===== src/rtl/if_id_skid_latch.sv =====
// IF/ID pipeline latch with a valid/ready handshake and a two-entry skid buffer.
// A flush (branch taken or jump) squashes every buffered entry and is counted when it discards work.
module if_id_skid_latch #(
    parameter int                 INSTR_W   = 32,
    parameter int                 PC_W      = 11,
    parameter int                 PC_ADJ    = 1,
    parameter logic [INSTR_W-1:0] NOP_INSTR = '0,
    parameter int                 CNT_W     = 16
) (
    input  logic               clock,
    input  logic               reset,
    input  logic               enable,
    input  logic               in_valid,
    output logic               in_ready,
    input  logic [INSTR_W-1:0] instruc_in,
    input  logic [PC_W-1:0]    pc_plus_1_in,
    input  logic               branch_taken,
    input  logic               jump_sel,
    output logic               out_valid,
    input  logic               out_ready,
    output logic [INSTR_W-1:0] instruc_out,
    output logic [PC_W-1:0]    pc_out,
    output logic [1:0]         occupancy,
    output logic [CNT_W-1:0]   flush_cnt,
    output logic [1:0]         fsm_state
);

    // Handshake: a beat moves on a rising edge only when valid and ready are both
    // high and enable is high; ready never depends on valid from the same side.
    localparam logic [1:0] ST_EMPTY = 2'd0;
    localparam logic [1:0] ST_ONE   = 2'd1;
    localparam logic [1:0] ST_FULL  = 2'd2;

    logic [1:0]         state;
    logic [1:0]         state_nxt;
    logic [INSTR_W-1:0] main_instr;
    logic [INSTR_W-1:0] main_instr_nxt;
    logic [PC_W-1:0]    main_pc;
    logic [PC_W-1:0]    main_pc_nxt;
    logic [INSTR_W-1:0] skid_instr;
    logic [INSTR_W-1:0] skid_instr_nxt;
    logic [PC_W-1:0]    skid_pc;
    logic [PC_W-1:0]    skid_pc_nxt;
    logic               flush;
    logic               acc;
    logic               cons;
    logic [PC_W-1:0]    pc_adj;

    assign flush     = branch_taken | jump_sel;
    assign in_ready  = (state != ST_FULL) & ~flush & ~reset;
    assign out_valid = (state != ST_EMPTY);
    assign acc       = in_valid & in_ready & enable;
    assign cons      = out_valid & out_ready & enable;
    assign pc_adj    = pc_plus_1_in - PC_W'(PC_ADJ);

    assign instruc_out = main_instr;
    assign pc_out      = main_pc;
    assign occupancy   = state;
    assign fsm_state   = state;

    always_comb begin
        state_nxt      = state;
        main_instr_nxt = main_instr;
        main_pc_nxt    = main_pc;
        skid_instr_nxt = skid_instr;
        skid_pc_nxt    = skid_pc;
        case (state)
            ST_EMPTY: begin
                if (acc) begin
                    state_nxt      = ST_ONE;
                    main_instr_nxt = instruc_in;
                    main_pc_nxt    = pc_adj;
                end
            end
            ST_ONE: begin
                if (acc && cons) begin
                    main_instr_nxt = instruc_in;
                    main_pc_nxt    = pc_adj;
                end else if (acc) begin
                    state_nxt      = ST_FULL;
                    skid_instr_nxt = instruc_in;
                    skid_pc_nxt    = pc_adj;
                end else if (cons) begin
                    state_nxt      = ST_EMPTY;
                    main_instr_nxt = NOP_INSTR;
                    main_pc_nxt    = '0;
                end
            end
            ST_FULL: begin
                if (cons) begin
                    state_nxt      = ST_ONE;
                    main_instr_nxt = skid_instr;
                    main_pc_nxt    = skid_pc;
                    skid_instr_nxt = NOP_INSTR;
                    skid_pc_nxt    = '0;
                end
            end
            default: begin
                // Unreachable encoding: recover to an empty latch.
                state_nxt      = ST_EMPTY;
                main_instr_nxt = NOP_INSTR;
                main_pc_nxt    = '0;
                skid_instr_nxt = NOP_INSTR;
                skid_pc_nxt    = '0;
            end
        endcase
    end

    always_ff @(posedge clock) begin
        if (reset) begin
            state      <= ST_EMPTY;
            main_instr <= NOP_INSTR;
            main_pc    <= '0;
            skid_instr <= NOP_INSTR;
            skid_pc    <= '0;
            flush_cnt  <= '0;
        end else if (flush) begin
            state      <= ST_EMPTY;
            main_instr <= NOP_INSTR;
            main_pc    <= '0;
            skid_instr <= NOP_INSTR;
            skid_pc    <= '0;
            if (state != ST_EMPTY && flush_cnt != {CNT_W{1'b1}})
                flush_cnt <= flush_cnt + CNT_W'(1);
        end else begin
            state      <= state_nxt;
            main_instr <= main_instr_nxt;
            main_pc    <= main_pc_nxt;
            skid_instr <= skid_instr_nxt;
            skid_pc    <= skid_pc_nxt;
        end
    end

endmodule


===== config.mk =====
export PLATFORM = sky130hd
export DESIGN_NAME = if_id_skid_latch
export DESIGN_NICKNAME = d
export VERILOG_FILES = /design/src/rtl/if_id_skid_latch.sv
export SDC_FILE = /design/constraint.sdc
export NUM_CORES = 1
export LEC_CHECK = 0
export BUFFER_PORTS_ARGS = -buffer_cell sky130_fd_sc_hd__buf_2
export CORE_ASPECT_RATIO = 0.75
export CORE_MARGIN = 1.5
export CORE_UTILIZATION = 39
export CTS_CLUSTER_SIZE = 30
export DETAILED_ROUTE_END_ITERATION = 8
export PLACE_DENSITY = 0.61
export SLEW_MARGIN = 10
export SYNTH_ARGS = -nofsm -noshare
export SYNTH_HDL_FRONTEND = slang
export SYNTH_SLANG_ARGS = --single-unit

===== constraint.sdc =====
create_clock -name clock -period 2.6 [get_ports clock]
set_input_delay 0.52 -clock clock [delete_from_list [all_inputs] [get_ports clock]]
set_output_delay 0.52 -clock clock [all_outputs]
set_load 0.005 [all_outputs]

==> results of run 1 <==
sequential cells by signal, indices dropped and copies added (netlist names):
name	count
instruc_out	32
skid_instr	32
flush_cnt	16
pc_out	11
skid_pc	11
fsm_state	2
layout by cell type, fill, tap and decap left out, drive strengths merged, types with 3 or more instances in the layout:
| cell type | n |
|---|---|
| nand4 | 40 |
| a21oi | 86 |
| o31ai | 10 |
| or4 | 12 |
| o211ai | 41 |
| mux2i | 33 |
| clkbuf | 13 |
| o2bb2ai | 3 |
| o21a | 3 |
| xnor2 | 3 |
| o32ai | 32 |
| o21ai | 10 |
| o221ai | 4 |
| nor3b | 3 |
| nor2 | 10 |
| dfxtp | 104 |
| a211oi | 3 |
| nand3 | 76 |
| nand2 | 15 |
| nor3 | 9 |
| or3 | 6 |
| a32o | 3 |
| nor2b | 10 |
| buf | 139 |
| inv | 43 |
| xor2 | 6 |
how the worst max path moves through the flow:
stage,startpoint,end,cells past startpoint
2_1_floorplan,reset,in_ready,5
3_3_place_gp,jump_sel,flush_cnt[15],5
3_5_place_dp,jump_sel,flush_cnt[11],5
4_1_cts,fsm_state[1],out_valid,4
5_1_grt,fsm_state[1],out_valid,4
6_report,fsm_state[1],out_valid,4
metal layers:
layer / share of wire (%) / vias up / GRT usage, %
met5: 0.043 / - / 0
met4: 0.68 / 2 / 4.613
met3: 6.7 / 14 / 4.958
met2: 47 / 177 / 35.92
met1: 45 / 2660 / 28.77
li1: - / 2739 / -
per-stage QoR:
stage / cell area, um^2 / hold slack (ns) / power (mW) / setup WS [ns] / std cells
after floorplan: 5587 / 0.4322 / 1.783 / 0.4279 / 682
after global placement: 6309 / 0.4498 / 1.894 / 0.3719 / 921
after detailed placement: 6309 / 0.4522 / 1.898 / 0.3330 / 921
after CTS: 6624 / 0.4676 / 3.353 / 0.2227 / 937
after global routing: 6624 / 0.4849 / 3.438 / 0.09775 / 937
final: 6624 / 0.4652 / 3.326 / 0.1944 / 937
critical path: stages, from the launching register on:
cell,delay [ns]
dfxtp_2,0.36
buf_12,0.30
clkinv_1,0.49
nand2_1,0.21
buf_2,0.13
final cells by class:
| type | count | area (um^2) |
|---|---|---|
| clock buffers | 13 | 250.2 |
| clock inverters | 3 | 65.06 |
| fillers | 1315 | 7218 |
| inverters | 44 | 165.2 |
| multi-input cells | 459 | 3069 |
| flip-flops and latches | 104 | 2085 |
| well taps | 175 | 219.0 |
| repair buffers | 139 | 770.7 |
synth_stat cells (3+ instances only):
library cell,number,area (um^2)
dfxtp_1,104,2082
a21oi_1,86,430.4
nand3_1,76,380.4
clkbuf_1,48,180.2
inv_1,43,161.4
o211ai_1,41,307.8
nand4_1,39,244.0
mux2i_1,33,330.3
o32ai_1,32,280.3
buf_1,16,60.06
nand2_1,15,56.30
or4_1,12,90.09
nor2_1,10,37.54
nor2b_1,10,62.56
o21ai_0,10,50.05
o31ai_1,10,75.07
buf_2,9,45.04
nor3_1,9,45.04
or3_1,6,37.54
xor2_1,6,52.55
o221ai_1,4,35.03
a211oi_1,3,22.52
a32o_1,3,30.03
nor3b_1,3,22.52
o21a_1,3,22.52
o2bb2ai_1,3,26.28
xnor2_1,3,26.28
logic make-up (layout without fill, tap and decap cells):
kind of cell | after synthesis | in the layout
AO/OA/AOI/OAI | 214 | 214
flip-flops | 104 | 104
multiplexers | 35 | 35
buffers and inverters | 119 | 199
XOR/XNOR | 9 | 9
adder cells (fa/ha/maj) | 3 | 3
AND/OR/NAND/NOR | 198 | 198
power by group through the flow:
stage	combinational [mW]	clock, mW	sequential, mW
2_1_floorplan	0.148	0	1.64
3_3_place_gp	0.258	0	1.64
3_5_place_dp	0.262	0	1.64
4_1_cts	0.263	1.49	1.60
5_1_grt	0.292	1.55	1.60
6_report	0.265	1.46	1.60
==> impl_summary.log, run 1 <==
[metrics] outcome: finished clean
[metrics] setup total negative slack: 0 ns
[metrics] standard cell core area: 13,840 um^2
[metrics] wire length of the first global-routing pass: 26.74 mm
[metrics] measured slew at the worst slew-check pin: 0.6867 ns
[metrics] IR drop worst, VDD: 0.0003842 V
[metrics] classification of the worst setup path: reg -> out
[metrics] die width: 141.2 um
[metrics] power density over cell area: 502.1 nW/um^2
[metrics] ys async rst share: 0%
[metrics] Synth-to-Final Area Change: 18.57%
[metrics] number of primary I/O pins: 115
[metrics] antenna cell count: 0
[metrics] full die area: 15,060 um^2
[metrics] vias: 5,592
[metrics] Highest Clock Rate: 0.4157 GHz
[metrics] H-tree lvl count: 3
[metrics] category of the worst setup path launch point: flip-flop
[metrics] area share of fa/ha/maj cells after synthesis: 0.6271%
[metrics] sequential power share: 48.1%
[metrics] clock network fraction of design power: 44.0%
[metrics] biggest fanout along the worst timing path: 54
[metrics] critical path data arrival time: 1.89 ns
[metrics] tightest slew margin relative to the limit: 53.87%
[metrics] RSZ-0062 raised after global routing: no
[metrics] min Tclk post-route: 2.406 ns
[metrics] clock-pin slew reported for the worst setup and hold paths after clock tree synthesis: 0.07 ns
[metrics] clock tree sinks: 104
[metrics] dominant combinational cell family by area after synthesis: compound AO/OA/AOI/OAI gates
[metrics] number of standard cells after synthesis: 682
[metrics] Clock Latency Late Sink: 0.34 ns
[metrics] Yosys reg bits: 104
[metrics] vias per inst: 5.968
[metrics] synthesized area per cell: 8.192 um^2
[metrics] number of nets still failing antenna checks after routing: 0
[metrics] combinational cell fraction of total power: 8.0%
[metrics] DRT Pass-1 Iters: 5
[metrics] post-synthesis share of cell area spent on and, or, nand and nor gates: 20.13%
[metrics] number of buffers inserted by port buffering: 114
[metrics] vertical die dimension: 106.7 um
[metrics] number of buffers inserted by post-CTS setup repair: 0
[metrics] count of final max-slew check failures: 0
[metrics] Max clock buf depth: 2
[metrics] required time at the endpoint of the critical path: 2.08 ns
[metrics] starting density of the core: 40.36%
[metrics] global-route usage over all layers: 21.64%
[metrics] worst min-delay path class: reg -> reg
[metrics] iteration-0 DRC count of the detailed router: 379
[metrics] wirelength, routed: 16.24 mm
[metrics] post-synth design cell area: 5587 um^2
[metrics] worst-case clock skew: 0.003945 ns
[metrics] FF-to-FF End: instruc_out[21]
[metrics] number of antenna violations at the first check in global routing: 1
[metrics] number of cells on the worst reg-to-reg path: 6
[metrics] Switching Share: 22.95%
[metrics] worst min-delay path endpoint: instruc_out[23]
[metrics] number of global-route vias before repair: 5,388
[metrics] Fin. Hold Viols: 0
[metrics] number of flops mapped to enable cells by yosys: 0
[metrics] final routed wire length divided by cell count: 17.33 um
[metrics] sequential-to-total area share from yosys stat: 37.27%
[metrics] number of gates resized after cts: 0
[metrics] synthesized netlist net count: 734
[metrics] Max Cap Violations: 0
[metrics] cell at the root of the clock tree: clkbuf_16
[metrics] depth of the worst hold-timing path: 2
[metrics] static leakage: 2.349 nW
[metrics] share of the synthesized area in compound gates (AO/OA/AOI/OAI): 25.91%
[metrics] total CTS buffers: 9
[metrics] final-stage net count: 809
[metrics] fraction of final layout cells with drive strength greater than 1: 21.65%
[metrics] total congestion overflow after global routing: 0
[metrics] weighted congestion at the end of routability-driven global placement: 0.8502
[metrics] dominant register cell in the synthesized netlist: dfxtp_1
[metrics] clock tree from TritonCTS: done
[metrics] Worst setup EP type: output pin
[metrics] ratio of final minimum period to clock period: 92.52%
[metrics] Rows: 37
[metrics] Setup-failing EPs final: 0
[metrics] post-synth cell types: 60
[metrics] count of yosys warnings during synthesis: 0
[metrics] maximum number of pins on one net before global-route repair: 66
[metrics] cts-stage hold buffer count: 0
[metrics] cell-internal power: 2.563 mW
[metrics] power spent charging and discharging nets: 0.7633 mW
[metrics] RR Startpoint: fsm_state[1]
[metrics] portion of netlist area occupied by mux cells: 6.316%
[metrics] Detail Placement HPWL: 10.64 mm
[metrics] Hold Crit Start: instruc_out[23]
[metrics] DR DRC count: 0
[metrics] Core Util, Final: 47.85%
[metrics] xor/xnor cell area share of the yosys netlist: 1.411%
[metrics] R2R setup slack: 0.29 ns
(Power assumes the default switching activity.)
==> run 2, diff against run 1 <==
BUFFER_PORTS_ARGS = -buffer_cell sky130_fd_sc_hd__buf_4   (was -buffer_cell sky130_fd_sc_hd__buf_2)
==> impl_summary.log, run 2 (synthesis results as in run 1) <==
[metrics] outcome: finished clean
[metrics] measured slew at the worst slew-check pin: 0.7383 ns (+0.05157 ns)
[metrics] sum of met3 wire segment lengths after detailed routing: 807 um (-26%)
[metrics] leading cell type in the layout, fill and taps excluded: buf_4
[metrics] Rows: 37 (unchanged)
[metrics] cts-stage hold buffer count: 0 (unchanged)
[metrics] setup total negative slack: 0 ns (unchanged)
[metrics] static leakage: 2.386 nW (+1.6%)
[metrics] setup ws final: 0.4248 ns (+0.2304 ns)
[metrics] cell at the root of the clock tree: clkbuf_16
[metrics] DRT Pass-1 Iters: 4 (-1)
[metrics] category of the worst setup path launch point: flip-flop
[metrics] die width: 141.2 um (unchanged)
[metrics] vias: 5,609 (+0.30%)
[metrics] combined area of the multi-input logic cells: 3069 um^2 (unchanged)
[metrics] Clock Latency Late Sink: 0.34 ns (about the same)
[metrics] ratio of final minimum period to clock period: 83.66% (-8.9 points)
[metrics] Fin. Hold Viols: 0 (unchanged)
[metrics] Highest Clock Rate: 0.4597 GHz (+11%)
[metrics] fraction of final layout cells with drive strength greater than 1: 21.58% (-0.075 points)
[metrics] number of global-route vias before repair: 5,462 (+1.4%)
[metrics] count of non-filler cells in the finished layout: 935 (-0.21%)
[metrics] number of nets still failing antenna checks after routing: 0 (unchanged)
[metrics] final routed wire length divided by cell count: 17.34 um (about the same)
[metrics] tightest slew margin relative to the limit: 50.40% (-3.5 points)
[metrics] biggest fanout along the worst timing path: 85 (+57%)
[metrics] M1 wire length: 7.579 mm (+2.7%)
[metrics] Synth-to-Final Area Change: 23.76%
[metrics] power density over cell area: 478.9 nW/um^2 (-4.6%)
[metrics] clock tree sinks: 104 (unchanged)
[metrics] R2R setup slack: 0.43 ns (+0.14 ns)
[metrics] cell area reported after detailed placement: 6611 um^2 (+4.8%)
[metrics] wire length of the first global-routing pass: 26.59 mm (-0.57%)
[metrics] highest routed layer: met4
[metrics] met2 wirelength from detailed routing: 7.676 mm (+0.37%)
[metrics] Max Cap Violations: 0 (unchanged)
[metrics] count of final max-slew check failures: 0 (unchanged)
[metrics] final-stage net count: 808 (-0.12%)
[metrics] weighted congestion at the end of routability-driven global placement: 0.8449 (-0.62%)
[metrics] Detail Placement HPWL: 10.84 mm (+1.9%)
[metrics] Max clock buf depth: 2 (unchanged)
[metrics] total CTS buffers: 9 (unchanged)
[metrics] number of instances in the placed design: 920 (-0.11%)
[metrics] vias per inst: 5.999 (+0.52%)
[metrics] min Tclk post-route: 2.175 ns (-0.2304 ns)
[metrics] RSZ-0062 raised after global routing: no
[metrics] antenna cell count: 0 (unchanged)
[metrics] starting density of the core: 40.36% (unchanged)
[metrics] number of buffers inserted by post-CTS setup repair: 0 (unchanged)
[metrics] most frequent cells in the layout: buf_4, dfxtp_1, a21oi_1, nand3_1, inv_1
[metrics] iteration-0 DRC count of the detailed router: 307 (-19%)
[metrics] wirelength, routed: 16.22 mm (-0.15%)
[metrics] sequential standard cell area: 2085 um^2 (unchanged)
[metrics] critical path data arrival time: 1.66 ns (-0.23 ns)
[metrics] H-tree lvl count: 3 (unchanged)
[metrics] worst min-delay path class: reg -> reg
[metrics] maximum number of pins on one net before global-route repair: 86 (+30%)
[metrics] clock-pin slew reported for the worst setup and hold paths after clock tree synthesis: 0.07 ns (about the same)
[metrics] DR DRC count: 0 (unchanged)
[metrics] classification of the worst setup path: reg -> out
[metrics] vertical die dimension: 106.7 um (unchanged)
[metrics] total congestion overflow after global routing: 0 (unchanged)
[metrics] standard cell core area: 13,840 um^2 (unchanged)
[metrics] number of gates resized after cts: 0 (unchanged)
[metrics] number of antenna violations at the first check in global routing: 0 (-1)
[metrics] number of filler cells placed in the layout: 1,336 (+1.6%)
[metrics] full die area: 15,060 um^2 (unchanged)
[metrics] number of buffers inserted by port buffering: 114 (unchanged)
[metrics] number of primary I/O pins: 115 (unchanged)
[metrics] clock tree from TritonCTS: done
[metrics] Non-Filler Cell Area, Final: 6914 um^2 (+4.4%)
[metrics] worst slack at placement: 0.3250 ns (-0.008000 ns)
[metrics] Setup-failing EPs final: 0 (unchanged)
[metrics] post-layout power: 3.311 mW (-0.44%)
[metrics] IR drop worst, VDD: 0.0003389 V (-12%)
[metrics] worst hold margin: 0.4712 ns (+0.006037 ns)
[metrics] global-route usage over all layers: 21.45% (-0.18 points)
[metrics] required time at the endpoint of the critical path: 2.08 ns (about the same)
[metrics] Core Util, Final: 49.95% (+2.1 points)
[metrics] Worst setup EP type: output pin
[metrics] worst-case clock skew: 0.004331 ns (+0.0003859 ns)
[run 2: cell types whose count changed in the layout (fill, tap and decap cells not counted)]
cell	delta
buf_12	+2
clkbuf_8	-1
buf_4	+111
clkinv_2	+1
buf_2	-114
clkbuf_1	-1
[run 2: worst max-delay path: stages (launching register included)]
cell,delay [ns]
dfxtp_2,0.36
buf_12,0.31
inv_1,0.13
buf_4,0.25
nand2_1,0.10
buf_4,0.12
[run 2: path summary, 6_finish.rpt]
path	start	to	depth (start not counted)
setup / recovery	fsm_state[0]	out_valid	5
hold / removal	instruc_out[24]	instruc_out[24]	2
setup reg to reg	flush_cnt[3]	flush_cnt[11]	4
hold reg to reg	instruc_out[24]	instruc_out[24]	2
[run 2: cell type report]
type,count,area share (%)
multi-input combinational,459,44.39
sequential,104,30.15
timing repair buffer,138,15.53
clock buffer,11,3.366
tap,175,3.167
inverter,44,2.389
clock inverter,4,1.013
[run 2: routing by layer]
layer / track usage (%) / up-vias
met5: 0 / -
met4: 5.655 / 0
met3: 3.975 / 14
li1: - / 2737
met1: 28.49 / 2701
met2: 35.89 / 157
[run 2: power by group]
part           leakage (nW)  switching, mW  internal [mW]
sequential            0.839        0.00266           1.60
combinational          1.40          0.169          0.121
clock                 0.149          0.586          0.837
total                  2.39          0.757           2.55
==> run 3, diff against run 2 <==
ABC_AREA = 1   (was not set)
PLACE_DENSITY = 0.62   (was 0.61)
clock period = 2.22 ns   (was 2.6 ns; I/O delays follow)
==> impl_summary.log, run 3 <==
[metrics] outcome: finished clean
[metrics] Detail Placement HPWL: 9.167 mm (-15%)
[metrics] Max clock buf depth: 2 (unchanged)
[metrics] final-stage net count: 963 (+19%)
[metrics] clock tree from TritonCTS: done
[metrics] iteration-0 DRC count of the detailed router: 284 (-7.5%)
[metrics] ratio of final minimum period to clock period: 87.96%
[metrics] total CTS buffers: 9 (unchanged)
[metrics] tightest slew margin relative to the limit: 64.53% (+14 points)
[metrics] ys async rst share: 0% (unchanged)
[metrics] count of non-filler cells in the finished layout: 1,082 (+16%)
[metrics] Worst setup EP type: flip-flop
[metrics] global-route usage over all layers: 20.66% (-0.80 points)
[metrics] setup total negative slack: 0 ns (unchanged)
[metrics] synthesized area per cell: 6.284 um^2 (-23%)
[metrics] number of global-route vias before repair: 4,574 (-16%)
[metrics] biggest fanout along the worst timing path: 43 (-49%)
[metrics] sequential standard cell area: 2082 um^2 (-0.12%)
[metrics] die width: 135.0 um (-4.4%)
[metrics] wire length of the first global-routing pass: 22.69 mm (-15%)
[metrics] clock-pin slew reported for the worst setup and hold paths after clock tree synthesis: 0.07 ns (about the same)
[metrics] cts-stage hold buffer count: 0 (unchanged)
[metrics] total congestion overflow after global routing: 0 (unchanged)
[metrics] dominant register cell in the synthesized netlist: dfxtp_1
[metrics] number of cells on the worst reg-to-reg path: 9 (+5)
[metrics] maximum number of pins on one net before global-route repair: 46 (-47%)
[metrics] required time at the endpoint of the critical path: 2.51 ns (+0.43 ns)
[metrics] starting density of the core: 40.69% (+0.33 points)
[metrics] standard cell core area: 12,520 um^2 (-9.5%)
[metrics] most frequent cells in the layout: nand2_1, nor2_1, buf_4, dfxtp_1, inv_1
[metrics] DRT Pass-1 Iters: 6 (+2)
[metrics] weighted congestion at the end of routability-driven global placement: 0.8206 (-2.9%)
[metrics] top cells by area in the synthesized netlist: dfxtp_1, nand2_1, nor2_1, a21oi_1, inv_1
[metrics] IR drop worst, VDD: 0.0003554 V (+4.9%)
[metrics] post-synth cell types: 30 (-50%)
[metrics] static leakage: 2.856 nW (+20%)
[metrics] cell count along the critical path: 9 (+4)
[metrics] number of flops mapped to enable cells by yosys: 0 (unchanged)
[metrics] post-layout power: 3.795 mW (+15%)
[metrics] number of nets still failing antenna checks after routing: 0 (unchanged)
[metrics] sequential-to-total area share from yosys stat: 40.85% (+3.6 points)
[metrics] library cell with the highest instance count after synthesis: nand2_1
[metrics] worst-case clock skew: 0.01066 ns (+0.006330 ns)
[metrics] vias: 4,967 (-11%)
[metrics] cell at the root of the clock tree: clkbuf_16
[metrics] post-synth design cell area: 5096 um^2 (-8.8%)
[metrics] number of filler cells placed in the layout: 1,341 (+0.37%)
[metrics] Synth area leader: dfxtp_1
[metrics] RSZ-0062 raised after global routing: no
[metrics] full die area: 13,770 um^2 (-8.6%)
[metrics] DR DRC count: 0 (unchanged)
[metrics] kind of cell with the highest combined delay on the critical path: buffers and inverters
[metrics] measured slew at the worst slew-check pin: 0.5315 ns (-0.2068 ns)
[metrics] Rows: 35 (-5.4%)
[metrics] antenna cell count: 0 (unchanged)
[metrics] count of final max-slew check failures: 0 (unchanged)
[metrics] fraction of final layout cells with drive strength greater than 1: 17.79% (-3.8 points)
[metrics] synthesized netlist net count: 863 (+18%)
[metrics] Clock Latency Late Sink: 0.35 ns (about the same)
[metrics] number of standard cells after synthesis: 811 (+19%)
[metrics] Fin. Hold Viols: 0 (unchanged)
[metrics] Max Cap Violations: 0 (unchanged)
[metrics] critical path data arrival time: 2.24 ns (+0.58 ns)
[metrics] Synth-to-Final Area Change: 26.98%
[metrics] combined area of the multi-input logic cells: 2559 um^2 (-17%)
[metrics] number of antenna violations at the first check in global routing: 0 (unchanged)
[metrics] number of instances in the placed design: 1,066 (+16%)
[metrics] Yosys reg bits: 104 (unchanged)
[metrics] number of primary I/O pins: 115 (unchanged)
[metrics] classification of the worst setup path: reg -> reg
[metrics] number of gates resized after cts: 0 (unchanged)
[metrics] final routed wire length divided by cell count: 12.58 um (-27%)
[metrics] vias per inst: 4.591 (-23%)
[metrics] number of buffers inserted by post-CTS setup repair: 0 (unchanged)
[metrics] wirelength, routed: 13.62 mm (-16%)
[metrics] depth of the worst hold-timing path: 2 (unchanged)
[metrics] Non-Filler Cell Area, Final: 6471 um^2 (-6.4%)
[metrics] vertical die dimension: 102.0 um (-4.4%)
[metrics] cell area reported after detailed placement: 6158 um^2 (-6.9%)
[metrics] WP buf/inv: 4 (unchanged)
[metrics] min Tclk post-route: 1.953 ns
[metrics] area share of the largest cell type after synthesis: 40.85% (+3.6 points)
[metrics] count of yosys warnings during synthesis: 0 (unchanged)
[metrics] category of the worst setup path launch point: flip-flop
[metrics] cell-by-cell listing of the critical path: inv_2, nor2_4, inv_2, nor2_2, inv_2, nand4_2, buf_4, o21ai_0, nor2_1
[metrics] clock tree sinks: 104 (unchanged)
[metrics] CP max-delay cell: dfxtp_1
[metrics] power density over cell area: 586.4 nW/um^2 (+22%)
[metrics] number of buffers inserted by port buffering: 114 (unchanged)
[metrics] Highest Clock Rate: 0.5121 GHz
[metrics] H-tree lvl count: 3 (unchanged)
[metrics] leading cell type in the layout, fill and taps excluded: nand2_1
[metrics] worst hold margin: 0.3656 ns (-0.1056 ns)
[metrics] most used cell along the critical path: inv_2
[metrics] worst min-delay path class: in -> reg
[metrics] longest individual stage delay on the worst path: 0.48 ns (+0.12 ns)
[metrics] Setup-failing EPs final: 0 (unchanged)
[metrics] Commonest cells post-synth: nand2_1, nor2_1, dfxtp_1
[run 3: cell types whose count changed after synthesis, moves of 12 or more]
| cell | previous run | this run |
|---|---|---|
| clkbuf_1 | 48 | 17 |
| o211ai_1 | 41 | 0 |
| nand4_1 | 39 | 1 |
| o21ai_1 | 0 | 27 |
| o32ai_1 | 32 | 0 |
| or4_1 | 12 | 0 |
| nand2_1 | 15 | 276 |
| nor2_1 | 10 | 156 |
| nand3_1 | 76 | 19 |
| mux2i_1 | 33 | 0 |
| inv_1 | 43 | 62 |
| buf_1 | 16 | 0 |
| a21oi_1 | 86 | 58 |
[run 3: path summary, 6_finish.rpt]
path | startpoint | to | slack (ns)
worst min-delay path | reset | flush_cnt[15] | 0.37
worst max register to register | fsm_state[1] | skid_pc[0] | 0.27
worst min register to register | pc_out[5] | pc_out[5] | 0.47
worst max-delay path | fsm_state[1] | skid_pc[0] | 0.27
[run 3: per-stage QoR]
stage | utilization [%] | setup slack, ns
finish | 51.67 | 0.2673
global route | 51.67 | 0.06803
CTS | 51.67 | 0.2508
detailed placement | 49.17 | 0.1824
global placement | 49.17 | 0.2300
floorplan | - | 0.5153
[run 3: per-layer routing]
layer  vias up  track usage, %  share of wire, %
li1       2698               -                 -
met1      2148           30.54                55
met2       112           30.85                39
met3         9           4.464               4.9
met4         0           4.384              0.71
met5         -               0                 0
[run 3: layout make-up]
cell class / instances / share of cell area [%]
multi-input combinational: 597 / 39.54
sequential: 104 / 32.17
timing repair buffer: 130 / 16.24
inverter: 69 / 4.002
clock buffer: 9 / 3.480
tap: 166 / 3.210
clock inverter: 7 / 1.353
[run 3: kinds of logic (layout without fill, tap and decap cells)]
group | Yosys count | count (layout) | synth area share [%]
AOI/OAI and AO/OA | 107 | 107 | 10.61
adders and majority gates | 2 | 2 | 0.4910
DFF | 104 | 104 | 40.85
xor gates and xnor gates | 13 | 13 | 2.234
and+or+nand+nor | 475 | 475 | 36.78
buffers and inverters | 110 | 215 | 9.035
[run 3: where the power goes]
| group | leakage, nW | internal [mW] | total [mW] | switching, mW |
|---|---|---|---|---|
| sequential | 0.837 | 1.87 | 1.87 | 0.00150 |
| combinational | 1.86 | 0.115 | 0.253 | 0.138 |
| clock | 0.154 | 0.902 | 1.67 | 0.773 |
| total | 2.86 | 2.88 | 3.79 | 0.912 |
